===== src/rtl/router_register.sv =====
// router_register: input-side byte register of the 1x3 packet router.
// Latches the header, forwards header/payload/parity bytes to the FIFOs,
// holds the byte that arrives while the destination FIFO is full, and
// checks the running XOR parity against the received parity byte.
module router_register (
  input  logic       clk,
  input  logic       resetn,
  input  logic       pkt_valid,
  input  logic       fifo_full,
  input  logic       detect_add,
  input  logic       lfd_state,
  input  logic       ld_state,
  input  logic       laf_state,
  input  logic       full_state,
  input  logic       rst_int_reg,
  input  logic [7:0] data_in,
  output logic       parity_done,
  output logic       low_pkt_valid,
  output logic       err,
  output logic [7:0] data_out
);

  logic [7:0] header_byte;
  logic [7:0] full_byte;
  logic [7:0] int_parity;
  logic [7:0] pkt_parity;
  logic       par_cap;

  // The parity byte is taken either straight off the stream in LOAD_DATA or,
  // if the FIFO was full when pkt_valid dropped, once LOAD_AFTER_FULL runs.
  assign par_cap = (ld_state & ~fifo_full & ~pkt_valid)
                 | (laf_state & low_pkt_valid & ~parity_done);

  // Header capture; address 3 is not a valid destination and is ignored.
  always_ff @(posedge clk or negedge resetn) begin
    if (!resetn)
      header_byte <= '0;
    else if (detect_add && pkt_valid && (data_in[1:0] != 2'b11))
      header_byte <= data_in;
  end

  // Byte held while the FIFO is full; the last such byte wins.
  always_ff @(posedge clk or negedge resetn) begin
    if (!resetn)
      full_byte <= '0;
    else if (ld_state && fifo_full)
      full_byte <= data_in;
  end

  // Output byte mux toward the FIFOs, one cycle of latency.
  always_ff @(posedge clk or negedge resetn) begin
    if (!resetn)
      data_out <= '0;
    else if (lfd_state)
      data_out <= header_byte;
    else if (ld_state && !fifo_full)
      data_out <= data_in;
    else if (laf_state)
      data_out <= full_byte;
  end

  // Running XOR of header and payload; the parity byte itself is excluded.
  always_ff @(posedge clk or negedge resetn) begin
    if (!resetn)
      int_parity <= '0;
    else if (detect_add)
      int_parity <= '0;
    else if (lfd_state)
      int_parity <= int_parity ^ header_byte;
    else if (ld_state && pkt_valid && !full_state && !fifo_full)
      int_parity <= int_parity ^ data_in;
  end

  // Received parity byte and its capture flag load on the same edge.
  always_ff @(posedge clk or negedge resetn) begin
    if (!resetn) begin
      pkt_parity  <= '0;
      parity_done <= 1'b0;
    end else if (detect_add) begin
      pkt_parity  <= '0;
      parity_done <= 1'b0;
    end else if (par_cap) begin
      pkt_parity  <= data_in;
      parity_done <= 1'b1;
    end
  end

  // Remembers that pkt_valid dropped during LOAD_DATA until the FSM clears it.
  always_ff @(posedge clk or negedge resetn) begin
    if (!resetn)
      low_pkt_valid <= 1'b0;
    else if (rst_int_reg)
      low_pkt_valid <= 1'b0;
    else if (ld_state && !pkt_valid)
      low_pkt_valid <= 1'b1;
  end

  // Parity compare, evaluated once parity_done is visible and then sticky.
  always_ff @(posedge clk or negedge resetn) begin
    if (!resetn)
      err <= 1'b0;
    else if (detect_add)
      err <= 1'b0;
    else if (parity_done)
      err <= (int_parity != pkt_parity);
  end

endmodule


===== config.mk =====
export PLATFORM = sky130hd
export DESIGN_NAME = router_register
export DESIGN_NICKNAME = d
export VERILOG_FILES = /design/src/rtl/router_register.sv
export SDC_FILE = /design/constraint.sdc
export NUM_CORES = 1
export LEC_CHECK = 0
export CAP_MARGIN = 10
export CORE_MARGIN = 2
export CORE_UTILIZATION = 59
export CTS_BUF_LIST = sky130_fd_sc_hd__clkbuf_2 sky130_fd_sc_hd__clkbuf_4 sky130_fd_sc_hd__clkbuf_8
export DETAILED_ROUTE_END_ITERATION = 10
export PLACE_DENSITY = 0.85
export SLEW_MARGIN = 0
export SYNTH_ARGS = -nofsm -noshare
export SYNTH_HDL_FRONTEND = slang
export SYNTH_SLANG_ARGS = --single-unit

===== constraint.sdc =====
create_clock -name clk -period 1.85 [get_ports clk]
set_clock_uncertainty 0.15 [all_clocks]
set_input_delay 0.555 -clock clk [delete_from_list [all_inputs] [get_ports clk]]
set_output_delay 0.555 -clock clk [all_outputs]
set_load 0.02 [all_outputs]

Yosys cells after proc, flatten, opt, wreduce, memory -nomap -nowiden
Cells that the tools add are included.
{"block": "classes", "n_eq_ne": 2, "muxes": 14, "bitwise": 10, "n_reduce_logical": 16}
{"operator": "$mux 8", "count": 8}
{"operator": "$xor 8x8->8", "count": 2}
{"operator": "$logic_and 1x1->1", "count": 8}
{"operator": "$ne 8x8->1", "count": 1}
{"operator": "$mux 1", "count": 6}
{"operator": "$reduce_bool 2->1", "count": 3}
{"operator": "$reduce_bool 3->1", "count": 2}
{"operator": "$and 1x1->1", "count": 4}
{"operator": "$logic_not 1->1", "count": 3}
{"operator": "$not 1->1", "count": 3}
{"operator": "$ne 2x2->1 const B", "count": 1}
{"operator": "$or 1x1->1", "count": 1}
{"block": "word_totals", "ff_bits": 43, "in_bits": 18}

Depth between registers and ports, before layout
Gate-level depths: netlist of the first run.
{"block": "depth", "word_depth": 6, "depth_mapped": 6, "mapped_depth_nobuf": 4}

Least setup slack after synthesis of the first run
OpenSTA, ideal clock, no wires.
{"block": "synth_timing", "path_kind": "input port to flip-flop", "start": "input port fifo_full", "end": "register pkt_parity[6]", "setup_time_ns": 0.132, "arrival_time_ns": 1.351, "slack_ns": 0.217, "cell_stages": 6, "n_path_buf": 2, "cell_sequence": "nand2b_1 -> buf_6 -> o22a_1 -> buf_4 -> mux2i_1 -> nor2_1"}
{"block": "synth_between", "elab_chain_cells": 5}
{"element": "start, declared", "line_no": "9", "rtl": "input logic fifo_full,"}
{"element": "$not 1->1", "line_no": "31", "rtl": "assign par_cap = (ld_state & ~fifo_full & ~pkt_valid)"}
{"element": "$and 1x1->1 (2 in a row)", "line_no": "31"}
{"element": "$or 1x1->1", "line_no": "32", "rtl": "| (laf_state & low_pkt_valid & ~parity_done);"}
{"element": "$reduce_bool 2->1 (no line)"}
{"element": "end signal, assigned", "line_no": "83", "rtl": "pkt_parity <= data_in;"}
{"element": "end, declared", "line_no": "26", "rtl": "logic [7:0] pkt_parity;"}
Every way passes these cells.
A chain may end at the register's enable or synchronous reset.

Worst setup path in the final report of the first run
{"block": "layout_timing", "start": "input port pkt_valid", "end": "register int_parity[5]"}
{"block": "layout_between", "elab_chain_cells": 4}
{"element": "start, declared", "line_no": "8", "rtl": "input logic pkt_valid,"}
{"element": "$logic_and 1x1->1 (3 in a row)", "line_no": "70", "rtl": "else if (ld_state && pkt_valid && !full_state && !fifo_full)"}
{"element": "$reduce_bool 3->1 (no line)"}
{"element": "end signal, assigned", "line_no": "69", "rtl": "int_parity <= int_parity ^ header_byte;"}
{"element": "end signal, assigned", "line_no": "71", "rtl": "int_parity <= int_parity ^ data_in;"}
{"element": "end, declared", "line_no": "25", "rtl": "logic [7:0] int_parity;"}
Every way passes these cells.

==> results.ini, run 1 <==
[final_layout]
mostFrequentLayoutCell=dfrtp_1
seqCellArea_um2=1080
area_delta_synth_final_pct=31.0
antenna_cells=0
fin_nets=269
multi_input_area_um2=888
drive_gt1_share_pct=21.8
final_cell_mix=43 x dfrtp_1, 41 x nor2_1, 24 x buf_4
nFillCells=207

[hold_path]
hold_path_depth=1
hold_path_class=flip-flop to flip-flop

[power]
p_clk_share_pct=23.7
power_density_nw_per_um2=834
leakage_nw=1.31
ir_drop_mv=0.673
p_sw_mw=0.648
power_frac_seq_pct=51.1
p_comb_share_pct=25.2
finalPower_mw=2.24
internal_power_mw=1.59
p_sw_share_pct=28.9

[route]
drt_first_iter_violations=116
drt_drc_violations_left=0
highest_layer=met4
first_pass_iters=4
via_count=1677
vias_per_cell=5.63
route.met2.wl_um=2660
wl_met1_um=2050
drt-total-wl_um=5160
postRouteAntennaNets=0
wl_per_cell_um=17.3
wl_met3_um=284

[synth]
synth_warnings=0
yosysSeqAreaShare_pct=52.4
ys_ff_latch=43
syn_inst=196
netlist-cell-type-count=22
syn_nets=214
avgSynthCellArea_um2=10.5
synth_area_um2=2050

[setup_path]
startpoint_type=input port
worstSetupPathType=input port to flip-flop
cp.required_ns=1.96
crit_cells=6
end_kind=flip-flop
crit_buf_inv=2
worst-path-max-fanout=8
path_cells=clkdlybuf4s50_1 -> nand4bb_1 -> buf_4 -> a22oi_1 -> xnor2_1 -> nor2_1
cp_slowest_cell=clkdlybuf4s50_1
max_stage_delay_ns=0.58
worstPathArrival_ns=1.94
cpLargestDelayFamily=buffers and inverters
reg2reg_depth=4

[placed_design]
gp_congestion=0.801
port_buffers=28
dp_hpwl_um=3550

[global_routing]
grt_antenna_before_repair=0
grt_max_degree=27
grt_pass1_vias=1767
grt_usage_pct=28.9
grt_pass1_wl_um=8670
grt_overflow=0

[floorplanning]
die_w_um=63.0
die_h_um=63.0
start_util_pct=61.5
io_pins=29
row_count=21
dieArea_um2=3970
core_area_um2=3340

[timing]
finalSetupViolations=0
fin_crit_sh_pct=98.9
max-slew-margin-rel_pct=69.6
layout_min_cycle_time_ns=1.83
slew_violations=0
tightest_slew_ns=0.455
fmax_ghz=0.547
report.final.hold_viol_count=0
hold-worst-slack_ns=0.371
rsz0062_at_grt=no

[cts]
cts.sinks=43
cts_tree=built
cts_setup_buffers=0
cts-htree-levels=2
numCtsBuffers=5
insertion_delay_ns=0.36
cts_buffer_depth=2
cts.clk_slew.worst_paths_ns=0.12
cts-root-buf=clkbuf_4

[run_status]
status=complete, no violations

[flow_run]
drv_cap=0

synthesized netlist by cell type:
master     instances  area, µm²
nor4_1             1       6.26
a22oi_1            8       60.1
a21o_1             1       7.51
buf_6              2       22.5
nand4_1            1       6.26
a21oi_1           10       50.1
nand4bb_1          1       11.3
xor2_1             3       26.3
buf_4              1       7.51
nand2b_1           9       56.3
xnor2_1           13        114
dfrtp_1           43       1080
o22a_1             1       8.76
a311oi_1           1       8.76
buf_2              5       25.0
a311o_1            8       80.1
clkbuf_1           2       7.51
mux2_2            14        158
nand2_1           12       45.0
nor2_1            42        158
inv_1             10       37.5
mux2i_1            8       80.1
registers in the layout (all words and copies together), names as in the netlist:
name	cells
data_out	8
full_byte	8
int_parity	8
low_pkt_valid	1
parity_done	1
header_byte	8
pkt_parity	8
err	1
kinds of logic (layout without fill, tap and decap cells):
family / Yosys count / in the layout / synth area share (%)
and+or+nand+nor: 66 / 66 / 13.8
buffers and inverters: 20 / 76 / 4.88
AOI/OAI and AO/OA: 29 / 29 / 10.5
DFF: 43 / 43 / 52.4
xor gates and xnor gates: 16 / 16 / 6.83
muxes: 22 / 22 / 11.6
power groups by stage:
stage,Combinational [mW],Clock (mW),Sequential [mW]
2_1_floorplan,0.278,0,1.18
3_3_place_gp,0.554,0,1.15
3_5_place_dp,0.574,0,1.16
4_1_cts,0.564,0.532,1.14
5_1_grt,0.616,0.581,1.16
6_report,0.566,0.531,1.14
cell type report:
| class | count | area share, % |
|---|---|---|
| well taps | 46 | 2.14 |
| inverters | 10 | 1.40 |
| clock buffers | 8 | 2.70 |
| flip-flops and latches | 43 | 40.0 |
| multi-input cells | 133 | 33.1 |
| repair buffers | 58 | 20.7 |
per-layer routing:
layer	global-route usage, %	up-vias
met3	7.03	16
met5	0	-
li1	-	776
met2	50.0	67
met4	10.6	0
met1	34.8	818
final timing paths:
check                                             endpoint                      start  slack, ns
worst max-delay path             int_parity[5]$_DFFE_PN0P_                  pkt_valid       0.02
worst min-delay path              full_byte[5]$_DFFE_PN0P_   full_byte[5]$_DFFE_PN0P_       0.37
worst max register to register             err$_DFFE_PN0P_  int_parity[0]$_DFFE_PN0P_       0.49
worst min register to register    full_byte[5]$_DFFE_PN0P_   full_byte[5]$_DFFE_PN0P_       0.37
max in group asynchronous          data_out[4]$_DFFE_PN0P_                     resetn       0.54
min in group asynchronous       header_byte[0]$_DFFE_PN0P_                     resetn       0.53
timing repair:
| item | CTS | global route |
|---|---|---|
| gates resized for setup | 12 | 4 |
| cloned | 0 | 0 |
| endpoints found under the setup margin | 12 | 6 |
| hold endpoints to repair | 17 | 0 |
| hold buffers | 1 | 0 |
metrics by stage:
stage	setup TNS (ns)	worst slack (ns)	util [%]	instances	cell area, µm²
floorplan	0	0.217	-	196	2050
global placement	-7.58	-0.276	78.0	289	2600
detailed placement	-9.48	-0.361	78.0	289	2600
CTS	0	0.0227	80.1	298	2670
global route	0	0.00327	80.5	298	2690
finish	0	0.0203	80.5	298	2690
Power figures use the tool's default switching activity.
==> inputs of run 2 (changes only) <==
- CELL_PAD_IN_SITES_DETAIL_PLACEMENT: not set -> 1
- CELL_PAD_IN_SITES_GLOBAL_PLACEMENT: not set -> 1
- CORE_ASPECT_RATIO: not set -> 1.75
- CORE_UTILIZATION: 59 -> 47
- PLACE_DENSITY: 0.85 -> not set
- PLACE_DENSITY_LB_ADDON: not set -> 0.1
==> run 2 against run 1 <==
Net effect: power up 4.9%; critical path depth down 1; global-route usage down 2.0 points; sequential share of layout area down 0.71 points; combinational power up 4.4%; largest cell class unchanged; setup slack better by 0.015 ns; die area up 24%; highest routed layer unchanged; final area up 1.8%; routed wire length up 15%; critical endpoint is now header_byte[6]$_DFFE_PN0P_; register-to-register slack worse by 0.13 ns; core utilization down 15 points; sequential power about the same.
==> results.ini, run 2 (synthesis results as in run 1) <==
[setup_path]
worstPathArrival_ns=1.85  ; -0.09 ns
r2r_end=err$_DFFE_PN0P_
reg2reg_depth=4  ; unchanged
cp.required_ns=1.88  ; -0.08 ns
end_kind=flip-flop
worst-path-max-fanout=6  ; -2
worstSetupPathType=input port to flip-flop
startpoint_type=input port
r2r_start=int_parity[0]$_DFFE_PN0P_
r2r_setup_slack_ns=0.36  ; -0.13 ns

[timing]
fin_crit_sh_pct=98.1  ; -0.84 points
finalSetupViolations=0  ; unchanged
fmax_ghz=0.551  ; +0.85%
setup_tns_ns=0  ; unchanged
max-slew-margin-rel_pct=72.9  ; +3.3 points
slew_violations=0  ; unchanged
tightest_slew_ns=0.406  ; -0.0498 ns
report.final.hold_viol_count=0  ; unchanged
finalWorstSetupSlack_ns=0.0357  ; +0.0154 ns
layout_min_cycle_time_ns=1.81  ; -0.0154 ns

[cts]
cts.sinks=43  ; unchanged
cts-root-buf=clkbuf_8
numCtsBuffers=5  ; unchanged
cts_setup_buffers=0  ; unchanged
cts-htree-levels=2  ; unchanged
hold_buffers=0  ; -1
cts_tree=built
cts_buffer_depth=2  ; unchanged
insertion_delay_ns=0.31  ; -0.05 ns
cts.clk_slew.worst_paths_ns=0.07  ; -0.05 ns

[placed_design]
port_buffers=28  ; unchanged
preCtsSetupSlack_ns=-0.386  ; -0.0246 ns
numPlacedInstances=295  ; +2.1%
place_area_um2=2630  ; +1.0%
dp_hpwl_um=4260  ; +20%
gp_congestion=0.836  ; +4.5%

[flow_run]
drv_cap=0  ; unchanged

[final_layout]
mostFrequentLayoutCell=dfrtp_1
final_cell_mix=43 x dfrtp_1, 40 x nor2_1, 27 x buf_4
area_delta_synth_final_pct=33.4
antenna_cells=0  ; unchanged
drive_gt1_share_pct=24.1  ; +2.3 points
fin_nets=271  ; +0.74%
stdcell_count=302  ; +1.3%
final_area_um2=2740  ; +1.8%

[power]
finalPower_mw=2.35  ; +4.9%
power_density_nw_per_um2=860  ; +3.1%
ir_drop_mv=0.651  ; -3.3%
leakage_nw=1.34  ; +2.3%

[route]
drt-total-wl_um=5950  ; +15%
first_pass_iters=4  ; unchanged
wl_per_cell_um=19.7  ; +14%
drt_first_iter_violations=26  ; -78%
via_count=1668  ; -0.54%
vias_per_cell=5.52  ; -1.9%
drt_drc_violations_left=0  ; unchanged
postRouteAntennaNets=0  ; unchanged

[floorplanning]
die_h_um=91.4  ; +45%
die_w_um=53.9  ; -14%
start_util_pct=49.4  ; -12 points
core_area_um2=4150  ; +24%
io_pins=29  ; unchanged
dieArea_um2=4930  ; +24%
row_count=31  ; +48%

[run_status]
status=complete, no violations

[global_routing]
grt_max_degree=44  ; +63%
grt_pass1_wl_um=9390  ; +8.4%
grt_usage_pct=26.9  ; -2.0 points
grt_pass1_vias=1880  ; +6.4%
grt_antenna_before_repair=0  ; unchanged
grt_overflow=0  ; unchanged

[hold_path]
hold_path_class=input port to async pin

run 2: cell count changes in the layout (fill, tap and decap cells not counted), sizes merged:
cell           previous run  this run
buf                      30        33
clkdlybuf4s50            15        12
dlygate4sd2              10        13
clkbuf                    8         6
clkdlybuf4s15             1         0
clkinv                    0         1
dlygate4sd3               1         0
dlymetal6s2s              1         2
run 2: cell type report:
cell class | instances | area, µm²
multi-input cells | 133 | 907
clock inverters | 1 | 5.00
flip-flops and latches | 43 | 1080
well taps | 49 | 61.3
repair buffers | 60 | 567
clock buffers | 6 | 82.6
inverters | 10 | 37.5
fillers | 467 | 1410
run 2: how the worst max path moves through the flow:
stage / startpoint / endpoint / slack [ns] / cells past startpoint
after global routing: pkt_valid / int_parity[6]$_DFFE_PN0P_ / -0.01 / 6
after detailed placement: detect_add / int_parity[4]$_DFFE_PN0P_ / -0.39 / 5
after floorplan: fifo_full / pkt_parity[6]$_DFFE_PN0P_ / 0.22 / 6
after CTS: fifo_full / data_out[7]$_DFFE_PN0P_ / 0.005 / 6
final: pkt_valid / header_byte[6]$_DFFE_PN0P_ / 0.04 / 5
after global placement: lfd_state / int_parity[5]$_DFFE_PN0P_ / -0.30 / 5
run 2: metal layers:
metal	GRT usage, %	wire [µm]
met1	29.2	2210
met2	47.3	3340
met3	4.93	200
met4	12.4	204
met5	0	0
run 2: where the power goes:
group | switching, mW | internal (mW) | total [mW]
Clock | 0.323 | 0.293 | 0.616
Sequential | 0.0826 | 1.06 | 1.15
Combinational | 0.293 | 0.298 | 0.591
run 2: metrics by stage:
step | hold WS [ns] | utilization (%)
5_1_grt | 0.0925 | 65.9
4_1_cts | 0.0763 | 65.5
2_1_floorplan | 0.109 | -
3_5_place_dp | 0.343 | 63.3
3_3_place_gp | 0.337 | 63.3
6_report | 0.0692 | 65.9
run 2: critical path, cell delays in order:
cell and delay (ns):
clkdlybuf4s50_1 0.53, nand2_1 0.14, a21o_1 0.21, buf_12 0.14, mux2_2 0.27
run 2: timing repair:
action,4_1_cts,5_1_grt
pin swaps,0,1
setup endpoints to repair,30,17
endpoints found under the hold margin,0,0
gates resized for setup,17,5
gates cloned,0,0
